===== src/rtl/fifo_drain_stream_if.sv =====
// Handshake bundle between sync_fifo's read port, the drain block and the downstream stream sink.
// The master modport is the drain block's view; slave is the FIFO/sink side.
interface fifo_drain_stream_if #(
  parameter int DATA_WIDTH = 8
);
  logic                  fifo_empty;
  logic [DATA_WIDTH-1:0] fifo_data;
  logic                  rd_cs;
  logic                  rd_en;
  logic                  m_valid;
  logic [DATA_WIDTH-1:0] m_data;
  logic                  m_ready;

  modport master (
    input  fifo_empty,
    input  fifo_data,
    input  m_ready,
    output rd_cs,
    output rd_en,
    output m_valid,
    output m_data
  );

  modport slave (
    output fifo_empty,
    output fifo_data,
    output m_ready,
    input  rd_cs,
    input  rd_en,
    input  m_valid,
    input  m_data
  );
endinterface


===== src/rtl/fifo_drain_stream.sv =====
// Drains sync_fifo into a valid/ready stream through a 2-entry skid buffer,
// hiding the FIFO's one-cycle read latency and counting delivered words.
module fifo_drain_stream #(
  parameter int DATA_WIDTH = 8,
  parameter int CNT_WIDTH  = 16
) (
  input  logic                 clk,
  input  logic                 rst,
  input  logic                 enable,
  fifo_drain_stream_if.master  bus,
  output logic [CNT_WIDTH-1:0] word_count
);

  logic [1:0]            occ_q, occ_d;
  logic                  inflight_q, inflight_d;
  logic [DATA_WIDTH-1:0] buf0_q, buf0_d;
  logic [DATA_WIDTH-1:0] buf1_q, buf1_d;
  logic [CNT_WIDTH-1:0]  word_count_q, word_count_d;

  logic       pop;
  logic       push;
  logic       rd;
  logic [1:0] level_after;

  // Reading only when the post-edge level stays below 2 guarantees the in-flight word always has a slot.
  always_comb begin
    pop         = (occ_q != 2'd0) & bus.m_ready;
    push        = inflight_q;
    level_after = occ_q + {1'b0, inflight_q} - {1'b0, pop};
    rd          = ~rst & enable & ~bus.fifo_empty & (level_after < 2'd2);
  end

  always_comb begin
    occ_d        = occ_q;
    buf0_d       = buf0_q;
    buf1_d       = buf1_q;
    inflight_d   = rd;
    word_count_d = word_count_q + {{(CNT_WIDTH-1){1'b0}}, pop};
    case ({push, pop})
      2'b10: begin
        occ_d = occ_q + 2'd1;
        if (occ_q == 2'd0) begin
          buf0_d = bus.fifo_data;
        end else begin
          buf1_d = bus.fifo_data;
        end
      end
      2'b01: begin
        occ_d  = occ_q - 2'd1;
        buf0_d = buf1_q;
      end
      2'b11: begin
        // Simultaneous push and pop: the new word queues behind whatever remains.
        if (occ_q == 2'd1) begin
          buf0_d = bus.fifo_data;
        end else begin
          buf0_d = buf1_q;
          buf1_d = bus.fifo_data;
        end
      end
      default: begin
        occ_d = occ_q;
      end
    endcase
  end

  always_ff @(posedge clk or posedge rst) begin
    if (rst) begin
      occ_q        <= 2'd0;
      inflight_q   <= 1'b0;
      buf0_q       <= '0;
      buf1_q       <= '0;
      word_count_q <= '0;
    end else begin
      occ_q        <= occ_d;
      inflight_q   <= inflight_d;
      buf0_q       <= buf0_d;
      buf1_q       <= buf1_d;
      word_count_q <= word_count_d;
    end
  end

  assign bus.rd_cs   = rd;
  assign bus.rd_en   = rd;
  assign bus.m_valid = (occ_q != 2'd0);
  assign bus.m_data  = buf0_q;
  assign word_count  = word_count_q;

endmodule

===== src/flat_wrapper.sv =====
// flat-port wrapper written by rule: the top's interface ports become plain ports
module fifo_drain_stream_flat 
#(
  parameter int DATA_WIDTH = 8,
  parameter int CNT_WIDTH  = 16
)
  (clk, rst, enable, word_count, bus_fifo_empty, bus_fifo_data, bus_m_ready, bus_rd_cs, bus_rd_en, bus_m_valid, bus_m_data);
  fifo_drain_stream_if #(.DATA_WIDTH(DATA_WIDTH)) bus_i ();
  input  logic clk;
  input  logic rst;
  input  logic enable;
  output logic [CNT_WIDTH-1:0] word_count;
  input wire logic [$bits(bus_i.fifo_empty)-1:0] bus_fifo_empty;
  input wire logic [$bits(bus_i.fifo_data)-1:0] bus_fifo_data;
  input wire logic [$bits(bus_i.m_ready)-1:0] bus_m_ready;
  output wire logic [$bits(bus_i.rd_cs)-1:0] bus_rd_cs;
  output wire logic [$bits(bus_i.rd_en)-1:0] bus_rd_en;
  output wire logic [$bits(bus_i.m_valid)-1:0] bus_m_valid;
  output wire logic [$bits(bus_i.m_data)-1:0] bus_m_data;
  assign bus_i.fifo_empty = bus_fifo_empty;
  assign bus_i.fifo_data = bus_fifo_data;
  assign bus_i.m_ready = bus_m_ready;
  assign bus_rd_cs = bus_i.rd_cs;
  assign bus_rd_en = bus_i.rd_en;
  assign bus_m_valid = bus_i.m_valid;
  assign bus_m_data = bus_i.m_data;
  fifo_drain_stream #(.DATA_WIDTH(DATA_WIDTH), .CNT_WIDTH(CNT_WIDTH)) u_core (.clk(clk), .rst(rst), .enable(enable), .bus(bus_i), .word_count(word_count));
endmodule

===== config.mk =====
export PLATFORM = sky130hd
export DESIGN_NAME = fifo_drain_stream_flat
export DESIGN_NICKNAME = d
export VERILOG_FILES = /design/src/rtl/fifo_drain_stream_if.sv /design/src/rtl/fifo_drain_stream.sv /design/src/flat_wrapper.sv
export SDC_FILE = /design/constraint.sdc
export NUM_CORES = 1
export LEC_CHECK = 0
export CAP_MARGIN = 30
export CORE_UTILIZATION = 50
export CTS_BUF_LIST = sky130_fd_sc_hd__clkbuf_8
export CTS_CLUSTER_DIAMETER = 40
export DETAILED_ROUTE_END_ITERATION = 12
export PLACE_DENSITY = 0.85
export SLEW_MARGIN = 20
export SYNTH_ARGS = -nofsm -noshare
export SYNTH_HDL_FRONTEND = slang
export SYNTH_SLANG_ARGS = --single-unit

===== constraint.sdc =====
create_clock -name clk -period 5.9 [get_ports clk]
set_clock_uncertainty 0.15 [all_clocks]
set_input_delay 1.475 -clock clk [delete_from_list [all_inputs] [get_ports clk]]
set_output_delay 1.475 -clock clk [all_outputs]
set_load 0.01 [all_outputs]

==> flow_summary.toml, run 1 <==
[placement]
preCtsSetupSlack_ps = 705
dp_hpwl_mm = 2.42
numPortBuffers = 39
gp_congestion = 0.762

[setup_path]
r2r_cells = 8
r2r_slack_ps = 3530
critPathMostFrequentCell = "clkdlybuf4s50_1"
slowest_stage = "clkdlybuf4s50_1"
cp_top_family = "buffers and inverters"
cp.depth = 6
crit_type = "input pin to output port"
critPathCaptureType = "output port"
crit_arrival_ps = 3570
path_buf_inv = 2
cpPeakStageDelay_ps = 590
worstSetupStartpointType = "input pin"
worst-path-max-fanout = 7
crit_chain = "clkdlybuf4s50_1 -> nor2b_4 -> o21ai_0 -> o22ai_1 -> mux2i_1 -> clkdlybuf4s50_1"
cp.required_ps = 4280

[drt]
vias = 1199
wl_per_cell_um = 14.4
detail_route.iter0.violations = 38
drc = 0
routed_wl_mm = 3.34
via_per_inst = 5.17
dr.pass1.iters = 4
ant_nets = 0

[pwr]
leakage_nw = 0.969
cellPowerDensity_mw_per_mm2 = 420
vdd_drop_max_uv = 286

[timing]
period_share = 0.881
setup_viol = 0
finalMaxSlewViolations = 0
fin_tns_setup_ps = 0
max_clock_freq_mhz = 192
tightest_slew_ps = 476
hold_viol_final = 0
fin_crit_ps = 5200
rsz0062_at_grt = "no"
fin_ws_ps = 703
max-slew-margin-rel = 0.682

[clocking]
insertion_delay_ps = 290
clk_path_buf_depth = 2
root_buffer = "clkbuf_8"
path_clk_slew_ps = 70
cts_max_level = 2
post-cts-setup-buffers = 0
postCtsHoldBufs = 0
cts_made_buffers = 5
cts_tree = "built"
post_cts_resized = 0
cts_sinks = 35

[layout]
drive_gt1_frac = 0.133
final_nets = 205
fill_cells = 262
antenna_cells = 0
area_growth_pct = 31.2

[run]
maxCapViolCount = 0

[synth]
syn_inst = 142
synth-seq-cells = 35
syn-cell-area_mm2 = 0.00167
seq_area_frac_synth = 0.526
synth_cell_types = 30
syn_nets = 160
yosys_warnings = 0
syn_avg_cell_area_um2 = 11.7

[global_route]
grt_pass1_wl_mm = 5.63
grt_pass1_vias = 1232
grt_use_total = 0.219
grt_max_degree = 36
grt-ovfl-total = 0
antenna_found_initial = 0

[die]
die_h_um = 59.7
die_area_mm2 = 0.00357
fp-row-count = 20
initial_core_util = 0.537
die_x_um = 59.7
core_mm2 = 0.00310
pin_count = 40

[hold_path]
hp-class = "flop to flop"
whs_path_depth = 1

[run_status]
status = "completed"
==> routing by layer <==
metal  up-vias  share of wire  GRT usage
li1        574              -          -
met3         4          0.064     0.0714
met1       581           0.41      0.241
met5         -              0          0
met4         0          0.011     0.0797
met2        40           0.52      0.392
==> cell usage after synthesis (all sizes together) <==
| master | number | area share |
|---|---|---|
| dfrtp | 35 | 0.53 |
| nor2b | 1 | 0.0083 |
| inv | 7 | 0.016 |
| nor3b | 1 | 0.0045 |
| o21ai | 10 | 0.030 |
| a21oi | 3 | 0.0090 |
| xor2 | 5 | 0.026 |
| nand2 | 18 | 0.042 |
| a211oi | 1 | 0.012 |
| and3 | 2 | 0.0075 |
| o211ai | 1 | 0.0045 |
| ha | 5 | 0.038 |
| and4bb | 1 | 0.0075 |
| nand2b | 1 | 0.0053 |
| o22ai | 1 | 0.0038 |
| and4 | 2 | 0.011 |
| nor2 | 2 | 0.0045 |
| buf | 3 | 0.016 |
| mux2 | 8 | 0.054 |
| xnor2 | 10 | 0.053 |
| nand3 | 6 | 0.018 |
| nand4 | 3 | 0.020 |
| mux2i | 10 | 0.060 |
| nor3 | 3 | 0.012 |
| and2 | 3 | 0.012 |
==> metrics by stage <==
stage / hold WS [ps] / area (um2) / total power (W) / util / std cells
floorplan: 330 / 1670 / 0.000595 / - / 142
global placement: 308 / 2090 / 0.000729 / 0.674 / 223
detailed placement: 317 / 2090 / 0.000755 / 0.674 / 223
CTS: 331 / 2180 / 0.000925 / 0.702 / 231
global route: 346 / 2180 / 0.000978 / 0.704 / 232
finish: 326 / 2180 / 0.000918 / 0.704 / 232
==> worst paths after layout <==
kind	start	end
min reg2reg	u_core.word_count[15]	u_core.word_count[15]
min in group asynchronous	rst	u_core.word_count[9]
max	bus_m_ready	bus_rd_cs
max reg2reg	u_core.occ_q[0]	u_core.word_count[10]
max in group asynchronous	rst	u_core.bus.m_data[1]
min	u_core.word_count[15]	u_core.word_count[15]
==> report_power, final <==
part | switching, W | total (W) | internal (W)
Sequential | 0.0000663 | 0.000391 | 0.000325
Combinational | 0.000164 | 0.000361 | 0.000198
Clock | 0.0000855 | 0.000166 | 0.0000807
==> placed cells by master (no fill, tap or decap) <==
master / instances
nor2b_4: 1
nand2_2: 1
nor2_1: 2
mux2i_1: 10
inv_1: 8
xnor2_1: 10
and4_1: 2
dfrtp_1: 35
clkinv_2: 1
buf_4: 1
clkbuf_8: 5
nand2_1: 17
nand4_1: 2
nand4_4: 1
o21ai_0: 10
nor3_1: 2
clkdlybuf4s50_1: 39
and4bb_2: 1
nor3_2: 1
and3_1: 2
and2_2: 1
o211ai_1: 1
and2_1: 2
clkbuf_4: 1
ha_1: 5
nand2b_2: 1
a211oi_4: 1
xor2_1: 5
clkinvlp_4: 1
mux2_2: 8
nand3_1: 6
a21oi_1: 3
nor3b_1: 1
o22ai_1: 1
==> state kept, by name (all words and copies together), names as in the netlist <==
signal	cells
u_core.buf1_q	8
u_core.bus.m_data	8
u_core.inflight_q	1
u_core.occ_q	2
u_core.word_count	16
==> area by class of cell <==
type	instances	area, um2	area share
flip-flops and latches	35	876	0.401
multi-input cells	97	737	0.337
repair buffers	41	405	0.186
clock buffers	5	68.8	0.0315
well taps	44	55.1	0.0252
inverters	7	26.3	0.0120
clock inverters	3	16.3	0.00745
==> kinds of logic after synthesis <==
logic type                 Yosys count  synth area share
xor gates and xnor gates            15            0.0789
muxes                               18             0.114
adders and majority gates            5            0.0376
and+or+nand+nor                     43             0.153
AOI/OAI and AO/OA                   16            0.0594
buffers and inverters               10            0.0316
DFF                                 35             0.526
Power figures use the tool's default switching activity.
==> run 2, diff against run 1 <==
CAP_MARGIN = 20   (was 30)
CTS_BUF_LIST = unset   (was sky130_fd_sc_hd__clkbuf_8)
==> run 2 against run 1 <==
Compared with the run above: register-to-register slack worse by 20 ps; utilization is 1.2 points lower; hold slack better by 8.7 ps; sequential power is essentially flat; wire length is 1.7% lower; first-iteration DRC count is 37% higher; non-clock buffer count decreased by 1; combinational power hardly changed; critical path depth unchanged; die area unchanged; clock power fell by 22%; via count fell by 1.4%; highest routed layer unchanged.
==> flow_summary.toml, run 2 (same netlist as run 1, synthesis figures left out) <==
[setup_path]
r2r_slack_ps = 3510
r2r-end = "u_core.bus.m_data[1]"
crit_type = "input pin to output port"
critPathCaptureType = "output port"
worstSetupStartpointType = "input pin"
worst-path-max-fanout = 7
r2r_start = "u_core.occ_q[1]"
r2r_cells = 6
cp.required_ps = 4280
crit_arrival_ps = 3550

[placement]
postPlaceCellArea_mm2 = 0.00209
numPortBuffers = 39
dp_hpwl_mm = 2.42
gp_congestion = 0.762
preCtsSetupSlack_ps = 705

[die]
die_x_um = 59.7
fp-row-count = 20
core_mm2 = 0.00310
initial_core_util = 0.537
die_area_mm2 = 0.00357
die_h_um = 59.7
pin_count = 40

[layout]
design_area_mm2 = 0.00215
layout_common_cells = "clkdlybuf4s50_1 (39), dfrtp_1 (35), nand2_1 (17)"
largest_register_ffs = 16
area_growth_pct = 28.9
layout_commonest_cell = "clkdlybuf4s50_1"
final_nets = 204
fill_cells = 271
final_util = 0.692
drive_gt1_frac = 0.128
antenna_cells = 0

[timing]
max-slew-margin-rel = 0.376
rsz0062_at_grt = "no"
whs_ps = 335
fin_ws_ps = 723
hold_viol_final = 0
tightest_slew_ps = 937
period_share = 0.877
fin_tns_setup_ps = 0
max_clock_freq_mhz = 193
setup_viol = 0
fin_crit_ps = 5180
finalMaxSlewViolations = 0

[clocking]
post_cts_resized = 0
cts_sinks = 35
post-cts-setup-buffers = 0
path_clk_slew_ps = 110
cts_tree = "built"
cts_max_level = 2
cts_made_buffers = 5
postCtsHoldBufs = 0
insertion_delay_ps = 350
root_buffer = "clkbuf_4"
clk_path_buf_depth = 2

[pwr]
vdd_drop_max_uv = 311
leakage_nw = 0.947
cellPowerDensity_mw_per_mm2 = 408

[global_route]
grt_pass1_vias = 1216
antenna_found_initial = 0
grt-ovfl-total = 0
grt_max_degree = 36
grt_use_total = 0.218
grt_pass1_wl_mm = 5.52

[drt]
via_per_inst = 5.12
routed_wl_mm = 3.29
wl_per_cell_um = 14.2
ant_nets = 0
dr.pass1.iters = 5
detail_route.iter0.violations = 52
drc = 0
vias = 1182

[run_status]
status = "completed"

[hold_path]
hold_path_end = "u_core.word_count[15]"
hp-class = "flop to flop"
whs_path_depth = 1
hp-start = "u_core.word_count[15]"

[run]
maxCapViolCount = 0
## run 2: critical path, cell delays in order
cell	delay (ps)
clkdlybuf4s50_1	580
nor2b_4	300
o21ai_0	130
o22ai_1	190
mux2i_1	280
clkdlybuf4s50_1	580
## run 2: through the flow
step / cells / total power [W]
CTS: 231 / 0.000886
floorplan: 142 / 0.000595
detailed placement: 223 / 0.000755
finish: 231 / 0.000876
global placement: 223 / 0.000729
global route: 231 / 0.000938
## run 2: routing by layer
metal,GRT usage,share of wire
met5,0,0
met4,0.0930,0.017
met3,0.0714,0.064
met2,0.379,0.50
met1,0.241,0.42
## run 2: where the power goes
part | switching (W) | internal [W]
registers | 0.0000658 | 0.000324
clock network | 0.0000832 | 0.0000459
logic | 0.000162 | 0.000195
## run 2: worst max-delay path by stage
stage / start / end / slack, ps / depth (start not counted)
final: bus_m_ready / bus_rd_cs / 720 / 6
after global routing: bus_m_ready / bus_rd_cs / 610 / 6
after CTS: bus_m_ready / bus_rd_cs / 710 / 6
after detailed placement: bus_m_ready / bus_rd_cs / 700 / 6
after global placement: bus_m_ready / bus_rd_cs / 830 / 6
after floorplan: bus_m_ready / bus_rd_en / 1780 / 6
## run 2: cell type report
class / instances / area, um2 / share of cell area
Sequential cell: 35 / 876 / 0.408
Multi-Input combinational cell: 97 / 737 / 0.343
Clock inverter: 2 / 12.5 / 0.00583
Timing Repair Buffer: 40 / 398 / 0.185
Tap cell: 44 / 55.1 / 0.0257
Inverter: 7 / 26.3 / 0.0122
Clock buffer: 6 / 41.3 / 0.0192
